--- src/rtl/usr_cmd_sequencer.sv ---
// Command sequencer for the 4-bit universal shift register.
// Accepts LOAD / shift / rotate commands over a valid-ready handshake. It drives
// the register's mode, fill and parallel-data inputs, and reads q back to
// generate the rotate fill and the serial output stream.
module usr_cmd_sequencer #(
  parameter int unsigned WIDTH = 4,
  parameter int unsigned CNT_W = 3
) (
  input  logic             clk,
  input  logic             rst,
  input  logic             cmd_valid,
  output logic             cmd_ready,
  input  logic [2:0]       cmd_op,
  input  logic [CNT_W-1:0] cmd_count,
  input  logic [WIDTH-1:0] cmd_data,
  input  logic             ser_in,
  input  logic [WIDTH-1:0] q_in,
  output logic [1:0]       usr_s,
  output logic             usr_l,
  output logic             usr_r,
  output logic [WIDTH-1:0] usr_d,
  output logic             ser_out,
  output logic             ser_out_valid,
  output logic             done,
  output logic             err
);

  localparam logic [2:0] OpLoad  = 3'b001;
  localparam logic [2:0] OpShup  = 3'b010;
  localparam logic [2:0] OpShdn  = 3'b011;
  localparam logic [2:0] OpRotup = 3'b100;
  localparam logic [2:0] OpRotdn = 3'b101;

  localparam logic [1:0] ModeHold = 2'b00;
  localparam logic [1:0] ModeUp   = 2'b01;
  localparam logic [1:0] ModeDown = 2'b10;
  localparam logic [1:0] ModeLoad = 2'b11;

  typedef enum logic [1:0] {StIdle, StLoad, StShift, StDone} state_e;

  state_e           state_q, state_d;
  logic [2:0]       op_q;
  logic [2:0]       op_nxt;
  logic [CNT_W-1:0] cnt_q;
  logic [1:0]       usr_s_q, usr_s_d;
  logic [WIDTH-1:0] usr_d_q;
  logic             accept;
  logic             cmd_is_shift;
  logic             nxt_is_up;
  logic             op_is_up;
  logic             op_is_down;

  assign cmd_ready = (state_q == StIdle) && rst;
  assign accept    = cmd_valid && cmd_ready;

  assign cmd_is_shift = (cmd_op == OpShup) || (cmd_op == OpShdn) ||
                        (cmd_op == OpRotup) || (cmd_op == OpRotdn);

  // Opcode that will be held in op_q after this edge; lets usr_s be registered
  // so it is already correct in the first cycle after accept.
  assign op_nxt    = accept ? cmd_op : op_q;
  assign nxt_is_up = (op_nxt == OpShup) || (op_nxt == OpRotup);

  assign op_is_up   = (op_q == OpShup) || (op_q == OpRotup);
  assign op_is_down = (op_q == OpShdn) || (op_q == OpRotdn);

  // State register; reset aborts any command in flight without a done pulse.
  always_ff @(posedge clk) begin
    if (!rst) begin
      state_q <= StIdle;
    end else begin
      state_q <= state_d;
    end
  end

  // Next-state logic.
  always_comb begin
    state_d = state_q;
    case (state_q)
      StIdle: begin
        if (accept) begin
          if (cmd_op == OpLoad) begin
            state_d = StLoad;
          end else if (cmd_is_shift && (cmd_count != '0)) begin
            state_d = StShift;
          end else begin
            state_d = StDone;
          end
        end
      end
      StLoad:  state_d = StDone;
      StShift: if (cnt_q == CNT_W'(1)) state_d = StDone;
      StDone:  state_d = StIdle;
      default: state_d = StIdle;
    endcase
  end

  // Registered mode select derived from the state being entered.
  always_comb begin
    usr_s_d = ModeHold;
    case (state_d)
      StLoad:  usr_s_d = ModeLoad;
      StShift: usr_s_d = nxt_is_up ? ModeUp : ModeDown;
      default: usr_s_d = ModeHold;
    endcase
  end

  // Command latch, step counter and registered register-control outputs.
  always_ff @(posedge clk) begin
    if (!rst) begin
      op_q    <= '0;
      cnt_q   <= '0;
      usr_s_q <= ModeHold;
      usr_d_q <= '0;
    end else begin
      usr_s_q <= usr_s_d;
      if (accept) begin
        op_q  <= cmd_op;
        cnt_q <= cmd_count;
        if (cmd_op == OpLoad) begin
          usr_d_q <= cmd_data;
        end
      end else if (state_q == StShift) begin
        cnt_q <= cnt_q - CNT_W'(1);
      end
    end
  end

  // Fill bits, serial stream and completion flags.
  always_comb begin
    usr_l         = 1'b0;
    usr_r         = 1'b0;
    ser_out       = 1'b0;
    ser_out_valid = 1'b0;
    if (state_q == StShift) begin
      ser_out_valid = 1'b1;
      if (op_is_up) begin
        usr_r   = (op_q == OpRotup) ? q_in[WIDTH-1] : ser_in;
        ser_out = q_in[WIDTH-1];
      end else if (op_is_down) begin
        usr_l   = (op_q == OpRotdn) ? q_in[0] : ser_in;
        ser_out = q_in[0];
      end
    end
    done = (state_q == StDone);
    // Opcodes 110/111 are consumed like NOP but flagged on completion.
    err  = (state_q == StDone) && (op_q[2:1] == 2'b11);
  end

  assign usr_s = usr_s_q;
  assign usr_d = usr_d_q;

endmodule

--- config.mk ---
export PLATFORM = sky130hd
export DESIGN_NAME = usr_cmd_sequencer
export DESIGN_NICKNAME = d
export VERILOG_FILES = /design/src/rtl/usr_cmd_sequencer.sv
export SDC_FILE = /design/constraint.sdc
export NUM_CORES = 1
export LEC_CHECK = 0
export CORE_ASPECT_RATIO = 0.75
export CORE_UTILIZATION = 44
export DETAILED_ROUTE_END_ITERATION = 7
export GPL_ROUTABILITY_DRIVEN = 0
export GPL_TIMING_DRIVEN = 0
export PLACE_DENSITY_LB_ADDON = 0.3
export SLEW_MARGIN = 20
export SYNTH_ARGS = -nofsm -noshare
export SYNTH_HDL_FRONTEND = slang
export SYNTH_SLANG_ARGS = --single-unit
export TNS_END_PERCENT = 30
--- constraint.sdc ---
create_clock -name clk -period 2.6 [get_ports clk]
set_input_delay 0.78 -clock clk [delete_from_list [all_inputs] [get_ports clk]]
set_output_delay 0.78 -clock clk [all_outputs]
set_load 0.005 [all_outputs]
Word level (Yosys, flattened, before mapping) --
Cells that the tools add are included.
Storage, ports and cells: register bits after elaboration 14, input port bits 18, output and inout bits 13
Cells by class: $add $sub $neg 1, eq/ne operators 18, multiplexer cells 21, reduce and logical (&&, ||, !) cells 14
Operators with widths (number):
- $eq A3 B2 Y1 const B | 5
- $eq A3 B3 Y1 const B | 5
- $mux W1 | 12
- $mux W3 | 3
- $eq A2 B2 Y1 const B | 4
- $mux W2 | 4
- $pmux W2 S4 | 1
- $eq A3 B1 Y1 const B | 2
- $logic_or A1 B1 Y1 | 6
- $eq A2 B1 Y1 const B | 2
- $logic_and A1 B1 Y1 | 4
- $pmux W2 S2 | 1
- $reduce_bool A3 Y1 | 1
- $sub A3 B1 Y3 const B | 1
- $logic_not A2 Y1 | 1
- $reduce_and A2 Y1 | 1
- $reduce_bool A2 Y1 | 1

Logic depth before layout (Yosys ltp) --
Gate-level depths: netlist of the first run.
word-level depth 11, gate-level depth with buffers 10, mapped depth without buffers 9

Worst setup path before layout of the first run --
OpenSTA, ideal clock, no wires.
path type register to register, start register state_q[0], end register usr_s_q[0] (netlist: usr_s[0]), arrival time 2185 ps, data required time 2518 ps, path slack 333 ps, cell stages (with the launch flop) 11, buffers on the path 1, clock period less this slack 2267 ps, cells stage by stage dfxtp_1 > inv_1 > ha_1 > buf_6 > and3b_4 > a2111oi_4 > a21oi_1 > ha_1 > nor2b_1 > nand3_1 > o221ai_1
Between the ends: elaborated cells between the ends (all ways) 17
RTL lines:
- start, declared | RTL line 41 | state_e state_q, state_d;
- start signal, assigned | RTL line 70 | state_q <= StIdle;
- start signal, assigned | RTL line 72 | state_q <= state_d;
- $logic_not A2 Y1 | RTL line 53, 79
- $logic_and A1 B1 Y1 | RTL line 53 | assign cmd_ready = (state_q == StIdle) && rst;
- $logic_and A1 B1 Y1 | RTL line 54 | assign accept = cmd_valid && cmd_ready;
- $mux W2 | RTL line 81 | if (accept) begin
- $pmux W2 S4 * | RTL line 79 | case (state_q)
- named net state_d[0] | RTL line 41
- $eq A2 B2 Y1 or $eq A2 B1 Y1 (tied branches) | RTL line 101 | case (state_d)
- $pmux W2 S2 * | RTL line 101
- end signal, assigned | RTL line 113 | usr_s_q <= ModeHold;
- end signal, assigned | RTL line 116 | usr_s_q <= usr_s_d;
- end, declared | RTL line 45 | logic [1:0] usr_s_q, usr_s_d;
The timed path passes the listed nets; every way through them passes the cells marked *. A chain may end at the register's enable or synchronous reset.

Worst setup path after layout of the first run --
start input port ser_in, end output port usr_r
Between the ends: word-level cells in the longest chain between the ends 3
RTL lines:
- start, declared | RTL line 16 | input logic ser_in,
- $mux W1 | RTL line 138 | usr_r = (op_q == OpRotup) ? q_in[WIDTH-1] : ser_in;
- $mux W1 | RTL line 137 | if (op_is_up) begin
- $mux W1 | RTL line 135 | if (state_q == StShift) begin
- end, declared | RTL line 20 | output logic usr_r,
No other way between the ends.

==> results of run 1 <==
## cell usage in the layout (no fill, tap or decap), drive strengths merged, types with 3 or more instances in the layout
| master | Yosys | layout |
|---|---|---|
| nor2b | 3 | 3 |
| dlymetal6s2s | 0 | 3 |
| a211oi | 3 | 3 |
| nand2 | 14 | 14 |
| ha | 9 | 9 |
| nor2 | 5 | 5 |
| inv | 6 | 6 |
| clkbuf | 1 | 5 |
| dfxtp | 14 | 14 |
| o21ai | 5 | 5 |
| a21oi | 11 | 11 |
| nand3 | 7 | 7 |
| clkdlybuf4s50 | 0 | 20 |
| buf | 3 | 7 |
## per-layer routing
| layer | track usage [%] | up-vias | share of wire (%) |
|---|---|---|---|
| met5 | 0 | - | 0 |
| met4 | 4.615 | 0 | 0 |
| met3 | 7.326 | 0 | 5.5 |
| met2 | 38.31 | 33 | 52 |
| met1 | 27.53 | 414 | 43 |
| li1 | - | 446 | - |
## cells by family (layout without fill, tap and decap cells)
family,after synthesis,in the layout
XOR/XNOR,4,4
buffers and inverters,10,44
AND/OR/NAND/NOR,40,40
multiplexers,2,2
adder cells (fa/ha/maj),9,9
flip-flops,14,14
AO/OA/AOI/OAI,28,28
## power by group
group	internal, mW	switching (mW)
combinational	0.358	0.384
clock	0.0537	0.0637
sequential	0.264	0.0504
## worst min path at each step
| stage | slack [ns] | depth (start not counted) | startpoint | to |
|---|---|---|---|---|
| 6_report | 0.48 | 2 | usr_d[3] | usr_d[3] |
| 5_1_grt | 0.50 | 2 | usr_d[1] | usr_d[1] |
| 4_1_cts | 0.48 | 2 | usr_d[2] | usr_d[2] |
| 3_5_place_dp | 0.47 | 2 | usr_d[2] | usr_d[2] |
| 3_3_place_gp | 0.46 | 2 | usr_d[1] | usr_d[1] |
| 2_1_floorplan | 0.47 | 2 | usr_d[0] | usr_d[0] |
## worst reg2reg max path, stage by stage (launching register included)
cell	delay (ns)
dfxtp_2	0.40
inv_1	0.10
ha_1	0.24
buf_6	0.15
and3b_4	0.20
a2111oi_4	0.37
a21oi_1	0.09
ha_1	0.31
nor2b_2	0.20
nand3_2	0.12
o221ai_2	0.20
## final cells by class
| cell class | count | area (um^2) |
|---|---|---|
| timing repair buffer | 31 | 297.8 |
| buffer | 4 | 31.28 |
| inverter | 6 | 22.52 |
| tap | 22 | 27.53 |
| multi-input combinational | 83 | 630.6 |
| clock buffer | 3 | 22.52 |
| fill | 151 | 540.5 |
| sequential | 14 | 281.5 |
## sequential cells by signal, indices dropped and copies added (netlist names)
register  count
usr_s         2
state_q       2
usr_d         4
op_q          3
cnt_q         3
## what timing repair did
| item | 4_1_cts | 5_1_grt |
|---|---|---|
| setup endpoints to repair | 6 | 5 |
| hold buffers | 0 | 0 |
| pin swaps | 0 | 5 |
| buffers inserted | 0 | 3 |
| resized for setup | 8 | 15 |
==> flow_summary.json, run 1 <==
{
  "muxShareOfSynthArea_pct": 3.533,
  "first_pass_iters": 4,
  "worst_pin_slew_ns": 0.4687,
  "slew_violations": 0,
  "synth_top_family_by_area": "simple AND/OR/NAND/NOR gates",
  "insertion_delay_ns": 0.28,
  "post-route-period-util_pct": 98.82,
  "synthToLayoutAreaGrowth_pct": 42.66,
  "drc": 0,
  "r2r_slack_ns": 0.14,
  "p_total_mw": 1.174,
  "root_buffer": "clkbuf_4",
  "design.core.area_um2": 1854,
  "crit_chain": "clkdlybuf4s50_1, and3b_1, a21oi_1, nor3b_1, buf_2",
  "fmax_ghz": 0.3892,
  "synth_xor_area_share_pct": 3.804,
  "critPathCaptureType": "output pin",
  "reg2reg_from": "state_q[0]",
  "syn_avg_cell_area_um2": 8.606,
  "status": "finished, final reports clean",
  "fin_ws_ns": 0.03067,
  "drive_gt1_share_pct": 18.44,
  "critPathMaxFanout": 2,
  "hp-class": "register to register",
  "fin_skew_ns": 0.004458,
  "synth-compound-area-share_pct": 21.47,
  "wl_um": 2434,
  "start_util_pct": 49.66,
  "nNetsFinal": 170,
  "slowest_stage": "clkdlybuf4s50_1",
  "p_per_area_nw_per_um2": 893.9,
  "portBuffers": 28,
  "grt_pass1_vias": 848,
  "synth-seq-cells": 14,
  "cap_violations": 0,
  "htree_levels": 1,
  "crit_path_end": "usr_r",
  "final_area_um2": 1314,
  "vias_per_cell": 5.479,
  "worstSetupPathType": "input port to output pin",
  "synthCells": 107,
  "grt_pass1_wl_um": 3760,
  "yosysWarnings": 0,
  "cts.reportedPaths.clkPinSlew_ns": 0.08,
  "crit_buf_inv": 2,
  "finalNonFillerCells": 163,
  "dpl_cell_area_um2": 1229,
  "setup_violations": 0,
  "ys_seq_area_share_pct": 30.43,
  "ys_top_cells_by_area": "dfxtp_1, ha_1, a21oi_1",
  "wl_per_cell_um": 14.93,
  "synthArstFlopShare_pct": 0,
  "synth_edf_count": 0,
  "ir_worst_vdd_mv": 0.6787,
  "clk_path_buf_depth": 2,
  "antenna_found_initial": 0,
  "synth.top_cell.area_share_pct": 30.43,
  "path_depth": 5,
  "drtIter0Drc": 18,
  "grt.total_usage_pct": 22.80,
  "antenna-diode-count": 0,
  "rsz0062_at_grt": "yes",
  "finalHoldViolations": 0,
  "crit_family": "buffers and inverters",
  "tritoncts": "done",
  "r2r_cells": 10,
  "ys.flop_type": "dfxtp_1",
  "grt_overflow": 0,
  "cp.required_ns": 1.82,
  "die-height_um": 41.62,
  "holdWs_ns": 0.4833,
  "dr_total_vias": 893,
  "syn_nets": 134,
  "io_pins": 31,
  "cts_sinks": 14,
  "utilization_pct": 70.85,
  "dp_hpwl_um": 1808,
  "tns_ns": 0,
  "numCtsBuffers": 3,
  "die_width_um": 54.83,
  "synth_fa_ha_area_share_pct": 12.23,
  "synth_area_um2": 920.9,
  "ys_top_cells_by_count": "dfxtp_1, nand2_1, a21oi_1",
  "place_ws_ns": -0.3698,
  "grt_max_degree": 11,
  "synth-simple-area-share_pct": 22.69,
  "synth_cell_types": 35,
  "yosysTopAreaCell": "dfxtp_1",
  "period_minus_slack_ns": 2.569,
  "critPathLaunch": "ser_in",
  "reg2reg_to": "usr_s[1]",
  "dieArea_um2": 2282,
  "p_leak_nw": 0.5275,
  "slew_headroom_pct": 68.76,
  "dpl.cell_count": 157,
  "start_kind": "input port",
  "ant_nets": 0,
  "critPathArrivalTime_ns": 1.79,
  "slowest_delay_ns": 0.44,
  "rows": 13
}
Power figures use the tool's default switching activity.
==> run 2: changes to the inputs <==
==> constraint.sdc (replaced) <==
create_clock -name clk -period 2.6 [get_ports clk]
set_input_delay 0.26 -clock clk [delete_from_list [all_inputs] [get_ports clk]]
set_output_delay 0.26 -clock clk [all_outputs]
set_load 0.005 [all_outputs]
==> flow_summary.json, run 2 (same netlist as run 1, synthesis figures left out) <==
{
  "crit_chain": "inv_1, ha_1, buf_6, and3b_4, a2111oi_4, a21oi_1, ha_1, nor2b_2, nand3_1, o221ai_1",
  "portBuffers": 28,
  "final_area_um2": 1255,
  "drc": 0,
  "critPathArrivalTime_ns": 2.61,
  "cts_resized": 0,
  "ir_worst_vdd_mv": 0.6421,
  "hp-start": "usr_d[2]",
  "drtIter0Drc": 15,
  "layout_commonest_cell": "clkdlybuf4s50_1",
  "post_cts_buffers": 0,
  "wl_per_cell_um": 14.25,
  "n_fill_cell": 166,
  "r2r_slack_ns": 0.17,
  "cts.reportedPaths.clkPinSlew_ns": 0.08,
  "critPathCaptureType": "register",
  "reg2reg_to": "usr_s[0]",
  "r2r_cells": 10,
  "critPathMaxFanout": 9,
  "rows": 13,
  "crit_buf_inv": 2,
  "start_util_pct": 49.66,
  "synthToLayoutAreaGrowth_pct": 36.28,
  "cp.required_ns": 2.79,
  "setup_violations": 0,
  "clk_path_buf_depth": 2,
  "wl_um": 2280,
  "final_cell_mix": "clkdlybuf4s50_1, nand2_1, dfxtp_1",
  "grt.total_usage_pct": 22.51,
  "reg2reg_from": "state_q[0]",
  "tritoncts": "done",
  "first_pass_iters": 4,
  "grt_pass1_vias": 831,
  "worstSetupPathType": "register to register",
  "slew_headroom_pct": 67.00,
  "hold_end": "usr_d[2]",
  "use_met3_pct": 7.326,
  "grt.busiest_layer": "met2",
  "start_kind": "register",
  "antenna-diode-count": 0,
  "htree_levels": 1,
  "hp-class": "register to register",
  "status": "finished, final reports clean",
  "holdPathStages": 2,
  "crit_family": "compound AO/OA/AOI/OAI gates",
  "grt_pass1_wl_um": 3705,
  "worst_pin_slew_ns": 0.4950,
  "rsz0062_at_grt": "no",
  "slowest_delay_ns": 0.40,
  "slew_violations": 0,
  "die-height_um": 41.62,
  "p_leak_nw": 0.4708,
  "io_pins": 31,
  "post-route-period-util_pct": 93.31,
  "antenna_found_initial": 0,
  "worst_path_most_repeated_cell": "ha_1",
  "insertion_delay_ns": 0.27,
  "gr-usage-met2_pct": 37.35,
  "vias_per_cell": 5.444,
  "fin_skew_ns": 0.003389,
  "design.core.area_um2": 1854,
  "grt_max_degree": 11,
  "tns_ns": 0,
  "die_width_um": 54.83,
  "numCtsBuffers": 3,
  "ant_nets": 0,
  "dr_total_vias": 871,
  "slowest_stage": "dfxtp_2",
  "cap_violations": 0,
  "p_per_area_nw_per_um2": 866.2,
  "root_buffer": "clkbuf_4",
  "drive_gt1_share_pct": 10.87,
  "largest_reg_flops": 4,
  "dp_hpwl_um": 1808,
  "hold_buffers": 0,
  "period_minus_slack_ns": 2.426,
  "dpl_cell_area_um2": 1229,
  "grt_overflow": 0,
  "finalNonFillerCells": 160,
  "dpl.cell_count": 157,
  "dieArea_um2": 2282,
  "finalHoldViolations": 0,
  "cts_sinks": 14,
  "grt_use_met1_pct": 27.53,
  "fmax_ghz": 0.4122,
  "nNetsFinal": 167
}
[run 2: cell types whose count changed in the layout (fill, tap and decap cells not counted), moves of 2 or more]
| cell | previous run | this run |
|---|---|---|
| clkdlybuf4s50_1 | 20 | 28 |
| buf_4 | 3 | 0 |
| nand3_1 | 4 | 7 |
| dlygate4sd2_1 | 2 | 0 |
| o221ai_1 | 0 | 2 |
| dlymetal6s2s_1 | 3 | 0 |
| nand3_2 | 3 | 0 |
| o221ai_2 | 2 | 0 |
[run 2: report_power, final]
part | switching [mW] | internal [mW] | total [mW] | leakage (nW)
logic | 0.338 | 0.317 | 0.655 | 0.342
clock network | 0.0638 | 0.0537 | 0.118 | 0.0138
registers | 0.0499 | 0.264 | 0.314 | 0.115
[run 2: through the flow]
stage / setup slack, ns / power, mW / hold WS [ns] / utilization (%)
CTS: 0.03986 / 1.071 / 0.4846 / 67.48
finish: 0.1739 / 1.087 / 0.4867 / 67.68
floorplan: 0.3329 / 0.7610 / 0.3960 / -
global route: 0.01599 / 1.184 / 0.5047 / 67.68
detailed placement: 0.06026 / 0.9481 / 0.4682 / 66.26
global placement: 0.1691 / 0.9039 / 0.4616 / 66.26
[run 2: layer usage]
metal	vias up	wire (um)
met5	-	0
met2	30	1150
met4	0	9
li1	435	-
met1	404	999
met3	2	121
[run 2: worst max-delay path by stage]
stage	start	end	depth (start not counted)
after floorplan	state_q[0]	usr_s[0]	10
after global placement	state_q[0]	usr_s[1]	10
after detailed placement	state_q[0]	usr_s[0]	10
after CTS	state_q[0]	usr_s[0]	10
after global routing	state_q[0]	usr_s[0]	10
final	state_q[0]	usr_s[0]	10
[run 2: worst min-delay path, stage by stage (launching register included)]
cell and delay [ns]:
dfxtp_1 0.31, o21ai_0 0.06, a21oi_1 0.06
[run 2: cell type report]
type                            count  area, um^2  area share (%)
Inverter                            6       22.52           1.795
Sequential cell                    14       281.5           22.43
Tap cell                           22       27.53           2.193
Clock buffer                        3       22.52           1.795
Timing Repair Buffer               28       280.3           22.33
Buffer                              4       31.28           2.493
Multi-Input combinational cell     83       589.3           46.96
